**src/rtl/uart_rx.sv**
```systemverilog
// 8N1 UART receiver: rx is synchronized, the start bit is confirmed at mid-bit,
// and each later bit is sampled one bit period after the previous sample.
module uart_rx #(
  parameter int CLKS_PER_BIT = 16
) (
  input  logic       clk,
  input  logic       reset,
  input  logic       rx,
  output logic [7:0] data,
  output logic       valid,
  output logic       frame_err,
  output logic       busy
);

  localparam int CW = (CLKS_PER_BIT > 1) ? $clog2(CLKS_PER_BIT) : 1;
  localparam logic [CW-1:0] HALF_LAST = CW'(CLKS_PER_BIT / 2 - 1);
  localparam logic [CW-1:0] BIT_LAST  = CW'(CLKS_PER_BIT - 1);

  typedef enum logic [1:0] {IDLE, START, DATA, STOP} state_e;

  state_e        state_q;
  logic          rx_meta_q;
  logic          rx_s_q;
  logic          rx_d_q;
  logic [CW-1:0] cnt_q;
  logic [2:0]    idx_q;
  logic [7:0]    shift_q;
  logic [7:0]    data_q;
  logic          valid_q;
  logic          ferr_q;
  logic          busy_q;

  always_ff @(posedge clk) begin
    if (reset) begin
      state_q   <= IDLE;
      rx_meta_q <= 1'b1;
      rx_s_q    <= 1'b1;
      rx_d_q    <= 1'b1;
      cnt_q     <= '0;
      idx_q     <= 3'd0;
      shift_q   <= 8'h00;
      data_q    <= 8'h00;
      valid_q   <= 1'b0;
      ferr_q    <= 1'b0;
      busy_q    <= 1'b0;
    end else begin
      rx_meta_q <= rx;
      rx_s_q    <= rx_meta_q;
      rx_d_q    <= rx_s_q;
      valid_q   <= 1'b0;
      ferr_q    <= 1'b0;
      busy_q    <= (state_q != IDLE);
      case (state_q)
        // Only a 1->0 transition starts a frame, so a held-low line never retriggers.
        IDLE: begin
          if (rx_d_q && !rx_s_q) begin
            state_q <= START;
            cnt_q   <= '0;
          end
        end
        START: begin
          if (cnt_q == HALF_LAST) begin
            cnt_q <= '0;
            if (rx_s_q) begin
              state_q <= IDLE;
            end else begin
              state_q <= DATA;
              idx_q   <= 3'd0;
            end
          end else begin
            cnt_q <= cnt_q + 1'b1;
          end
        end
        DATA: begin
          if (cnt_q == BIT_LAST) begin
            cnt_q   <= '0;
            shift_q <= {rx_s_q, shift_q[7:1]};
            idx_q   <= idx_q + 3'd1;
            if (idx_q == 3'd7) begin
              state_q <= STOP;
            end
          end else begin
            cnt_q <= cnt_q + 1'b1;
          end
        end
        STOP: begin
          if (cnt_q == BIT_LAST) begin
            cnt_q   <= '0;
            state_q <= IDLE;
            if (rx_s_q) begin
              data_q  <= shift_q;
              valid_q <= 1'b1;
            end else begin
              ferr_q <= 1'b1;
            end
          end else begin
            cnt_q <= cnt_q + 1'b1;
          end
        end
        default: state_q <= IDLE;
      endcase
    end
  end

  assign data      = data_q;
  assign valid     = valid_q;
  assign frame_err = ferr_q;
  assign busy      = busy_q;

endmodule

```
**config.mk**
```make
export PLATFORM = sky130hd
export DESIGN_NAME = uart_rx
export DESIGN_NICKNAME = d
export VERILOG_FILES = /design/src/rtl/uart_rx.sv
export SDC_FILE = /design/constraint.sdc
export NUM_CORES = 1
export LEC_CHECK = 0
export CAP_MARGIN = 20
export CORE_MARGIN = 2
export CORE_UTILIZATION = 48
export CTS_CLUSTER_SIZE = 40
export DETAILED_ROUTE_END_ITERATION = 7
export PLACE_DENSITY_LB_ADDON = 0.3
export SLEW_MARGIN = 5
export SYNTH_ARGS = -nofsm -noshare
export SYNTH_HDL_FRONTEND = slang
export SYNTH_SLANG_ARGS = --single-unit
export TNS_END_PERCENT = 20
```
**constraint.sdc**
```tcl
create_clock -name clk -period 1.7 [get_ports clk]
set_clock_uncertainty 0.2 [all_clocks]
set_input_delay 0.255 -clock clk [delete_from_list [all_inputs] [get_ports clk]]
set_output_delay 0.255 -clock clk [all_outputs]
set_load 0.01 [all_outputs]
```
# Word-level counts from Yosys, hierarchy flattened
# Cells that the tools add are included.
# op_classes
n_addsub	2
eq_ne	12
mux	17
bitwise_logic	2
n_reduce_logical	11
# op_table
operator	count
2-bit 2-to-1 mux	6
4-bit 2-to-1 mux	3
2-bit inequality test, second input constant	6
4-bit one-hot mux with 3 select lines	1
3-bit 2-to-1 mux	3
2-bit one-hot mux with 4 select lines	1
3-bit one-hot mux with 2 select lines	1
5-bit AND reduction	1
4-bit by 1-bit adder with 4-bit output, second input constant	1
2-bit equality test, second input constant	2
4-bit by 3-bit equality test with 1-bit output, second input constant	1
4-bit equality test, second input constant	1
4-bit AND reduction	1
2-bit nonzero test	2
3-bit by 1-bit adder with 3-bit output, second input constant	1
3-bit equality test, second input constant	1
3-bit AND reduction	1
3-bit OR reduction	1
2-bit by 1-bit equality test with 1-bit output, second input constant	1
2-bit logical NOT	1
1-bit 2-to-1 mux	2
1-bit NOT	2
2-bit AND reduction	1
2-bit OR reduction	1
2 further kinds	2
# totals
regBits	31
output_inout_bits	11

# Logic depth before layout (Yosys ltp)
# logic_depth
word_depth	4
depth_mapped	7

# Worst setup path after synthesis
# No wires, ideal clock.
# synth_timing
kind	reg2reg
start	register cnt_q[0]
end	register data_q[1], in the netlist data[1]
setup_ps	128
t_arrival_ps	1377
setup_slack_ps	-4
path_stages_with_launch	7
n_path_buf	1
period_less_slack_ps	1704
cell_sequence	dfxtp_1 ha_1 buf_4 nand2_2 nor3_4 mux2i_1 nor2_1
# synth_between
elab_chain_cells	2
# synth_rtl
item	line	source
start, declared	25	logic [CW-1:0] cnt_q;
start signal, assigned	71	cnt_q <= cnt_q + 1'b1;
start signal, assigned	83	cnt_q <= cnt_q + 1'b1;
start signal, assigned	97	cnt_q <= cnt_q + 1'b1;
4-bit equality test	87	if (cnt_q == BIT_LAST) begin
3-bit AND reduction (no line)	--	
end signal, assigned	91	data_q <= shift_q;
end, declared	28	logic [7:0] data_q;
# Every way passes these cells.
# A chain may end at the register's enable or synchronous reset.

# Final worst setup path
# layout_timing
start	register busy_q, in the netlist busy
end	output busy
# layout_rtl
item	line	source
start, declared	31	logic busy_q;
start signal, assigned	52	busy_q <= (state_q != IDLE);
end, declared	12	output logic busy
# No word-level cell between the ends.

==> impl_results.md <==
- Worst Min Path Start: rx_meta_q$_SDFF_PP1_
- Syn Inst Count: 139
- Synth Area in Adders: 0.0297
- CORE AREA: 2480 sq um
- Final Max Slew Viols: 0
- Pwr dens: 857 nW/um^2
- CP cell instances: clkdlybuf4s50_1
- Fmax: 614 MHz
- Leak: 0.709 nW
- CP top delay family: buffers and inverters
- Logic pwr share: 0.037
- Reg2reg end: state_q[0]$_SDFFE_PP0P_
- Layout cell share with drive strength beyond 1: 0.204
- Synth Area in XOR/XNOR: 0
- R2R Path Start: cnt_q[0]$_SDFFE_PP0P_
- Simple-gate share of the synthesized area: 0.232
- P_int: 1.10 mW
- Rel. slew slack: 0.661
- WP buf/inv: 1
- Fin nets: 167
- Tmin final: 1.63 ns
- Via count: 1040
- Final setup violation count: 0
- CTS hold repair buffers: 0
- Synth cell types: 32
- Final period utilization: 0.959
- HPWL Detailed: 1.70 mm
- FF+latch count, synth: 31
- Mux cell area share after synthesis: 0.0792
- Reg2Reg Setup Slack: 0.09 ns
- RSZ-0062 raised after global routing: no
- Worst Path Max Fanout: 1
- Final hold vios: 0
- Sw power: 283 uW
- Synth Area in Compound Gates: 0.124
- Post-Syn Nets: 145
- Sw Ratio: 0.204
- Largest area contributor in the netlist: dfxtp_1
- Max Cap Violations: 0
- Crit Path Category: reg2out
- # diodes: 0
- Mapped Avg Cell Area: 9.09 sq um
- Final setup margin: 0.0704 ns
- Share of the synthesized area in the top cell type: 0.491
- Post-Place Worst Slack: -0.0476 ns
- Die Span Y: 55.3 microns
- Post-Route WL: 2.54 mm
- Worst skew pair latency: 0.33 ns
- Post-synth EDFFs: 0
- Main combinational cell family by area after synthesis: simple AND/OR/NAND/NOR gates
- YS warnings: 0
- Main synth FF type: dfxtp_1
- Slowest CP cell: clkdlybuf4s50_1
- Sequential power share: 0.533
- Initial antenna violation count: 0
- R2R cell count: 5
- Critical Path AT: 1.17 ns
- Area growth, synth to finish: 28.0%
- # IOs: 14
- Nature of the critical path endpoint: output pin
- Clock sink count: 31
- Area of the die: 3060 sq um
- # H-tree levels: 2
- Outcome: finished clean
- Mapped cell area: 1260 sq um
- Clock power share: 0.430
- Final antenna-violating net count: 0
- HP Class: reg2reg
- Worst setup SP type: flop
- First-pass GRT wire length: 4.17 mm
- Async set or reset register ratio after synthesis: 0
- Total congestion overflow: 0
- Synth top area cells: dfxtp_1 (49%), mux2i_1 (7.9%), nand2_1 (5.6%)
- Sequential cell area fraction in the yosys report: 0.491
- CP required: 1.24 ns
- Vias in the first global route: 957
- Pin slew with the least headroom to its limit: 0.505 ns
- RD Place Congestion: 0.782
- Root buf cell: clkbuf_4
- Hold Path End: rx_s_q$_SDFF_PP1_
- Hold path depth: 1
- Routed len/inst: 13.2 microns
- CTS buffer count: 5
- Number of DRC markers in iteration 0: 25
- TritonCTS clock tree: built
- Die X: 55.3 microns
- DRC: 0
- Site row count: 18
- Fillers: 209
- PortBufs: 13
- Clock-pin slew on the worst setup and hold paths: 0.10 ns
- Worst IR Drop VDD: 759 uV
- CP max stage delay: 0.52 ns
- Initial Util: 0.510
- Largest net degree at the start of global routing: 17
- All-Layer GR Usage: 0.174
- Fin util: 0.653
- Initial DRT Pass Iterations: 4
- DR vias/cell: 5.42
- Clk buf depth: 2
[what timing repair did]
| item | CTS | global route |
|---|---|---|
| hold endpoints to repair | 0 | 0 |
| setup endpoints to repair | 12 | 24 |
| buffers inserted | 0 | 0 |
| gates resized for setup | 4 | 13 |
[cells in the mapped netlist, types with 2 or more instances]
cell type / instances
clkbuf_1: 4
nor2b_1: 2
o21ai_0: 3
buf_4: 3
mux2i_1: 10
nand2_1: 19
buf_2: 3
nor3_1: 3
o21a_1: 2
or2_2: 3
or4b_1: 2
ha_1: 3
nor2_1: 16
nand3_1: 3
nand2_2: 2
a21oi_1: 14
dfxtp_1: 31
a22oi_1: 2
[final cells by class]
class                           instances  area, sq um  share of cell area
Sequential cell                        31          626               0.387
Multi-Input combinational cell         97          616               0.381
Clock inverter                          2         35.0              0.0217
Tap cell                               30         37.5              0.0232
Inverter                                1         3.75             0.00232
Clock buffer                            6         51.3              0.0317
Timing Repair Buffer                   25          249               0.154
[power by group through the flow]
stage	clock, mW	sequential, mW	combinational, mW
2_1_floorplan	0	0.754	0.0293
3_3_place_gp	0	0.754	0.0488
3_5_place_dp	0	0.754	0.0492
4_1_cts	0.618	0.738	0.0500
5_1_grt	0.651	0.740	0.0564
6_report	0.597	0.739	0.0511
[per-layer routing]
layer / share of wire / global-route usage
met1: 0.44 / 0.193
met2: 0.50 / 0.298
met3: 0.043 / 0.0632
met5: 0 / 0
met4: 0.016 / 0.0732
[registers in the layout, summed over array words and instances (netlist names), named ones only]
signal	count
shift_q	8
rx_s_q	1
busy	1
idx_q	3
cnt_q	4
state_q	1
frame_err	1
valid	1
rx_meta_q	1
data	8
rx_d_q	1
[worst max path at each step]
stage,from,slack [ns],cells after the start,endpoint
6_report,busy$_SDFF_PP0_,0.07,1,busy
5_1_grt,cnt_q[1]$_SDFFE_PP0P_,0.009,5,state_q[0]$_SDFFE_PP0P_
4_1_cts,cnt_q[1]$_SDFFE_PP0P_,0.002,5,state_q[0]$_SDFFE_PP0P_
3_5_place_dp,cnt_q[1]$_SDFFE_PP0P_,-0.05,5,shift_q[4]$_SDFFE_PP0P_
3_3_place_gp,cnt_q[1]$_SDFFE_PP0P_,0.008,5,shift_q[7]$_SDFFE_PP0P_
2_1_floorplan,cnt_q[0]$_SDFFE_PP0P_,0.007,6,data[1]$_SDFFE_PP0P_
[stage by stage]
stage               TNS, ns  total power [mW]  std cells  cell area, sq um  hold WS (ns)
finish                    0              1.39        192              1620         0.229
global route              0              1.45        192              1620         0.242
CTS                       0              1.41        192              1580         0.232
detailed placement   -0.326             0.804        184              1490         0.199
global placement          0             0.803        184              1490         0.197
floorplan                 0             0.783        139              1270         0.159
[cells in the final DEF (no fill, tap or decap), drive strengths merged]
| master | netlist | final |
|---|---|---|
| nor2 | 16 | 16 |
| nor4b | 1 | 1 |
| dlymetal6s2s | 0 | 7 |
| nor2b | 2 | 2 |
| a22oi | 2 | 2 |
| or4b | 2 | 2 |
| or2 | 3 | 3 |
| nor3 | 4 | 4 |
| nand3 | 3 | 3 |
| a21o | 1 | 1 |
| a21oi | 14 | 14 |
| o21ai | 3 | 3 |
| nand2 | 21 | 21 |
| o21a | 2 | 2 |
| clkinv | 0 | 1 |
| a41oi | 1 | 1 |
| o21bai | 1 | 1 |
| and3 | 1 | 1 |
| clkdlybuf4s50 | 0 | 5 |
| buf | 6 | 12 |
| ha | 3 | 3 |
| or3b | 1 | 1 |
| clkbuf | 4 | 6 |
| dfxtp | 31 | 31 |
| nor4 | 1 | 1 |
| nand3b | 1 | 1 |
| mux2i | 10 | 10 |
| bufinv | 0 | 1 |
| inv | 1 | 1 |
| dlygate4sd2 | 0 | 1 |
| o311ai | 1 | 1 |
| or3 | 1 | 1 |
| nor3b | 1 | 1 |
| a2111oi | 1 | 1 |
[kinds of logic (layout without fill, tap and decap cells)]
| kind of cell | count (synthesis) | in the layout |
|---|---|---|
| AO/OA/AOI/OAI | 26 | 26 |
| adder cells (fa/ha/maj) | 3 | 3 |
| buffers and inverters | 11 | 34 |
| flip-flops | 31 | 31 |
| multiplexers | 10 | 10 |
| AND/OR/NAND/NOR | 58 | 58 |
(Power assumes the default switching activity.)
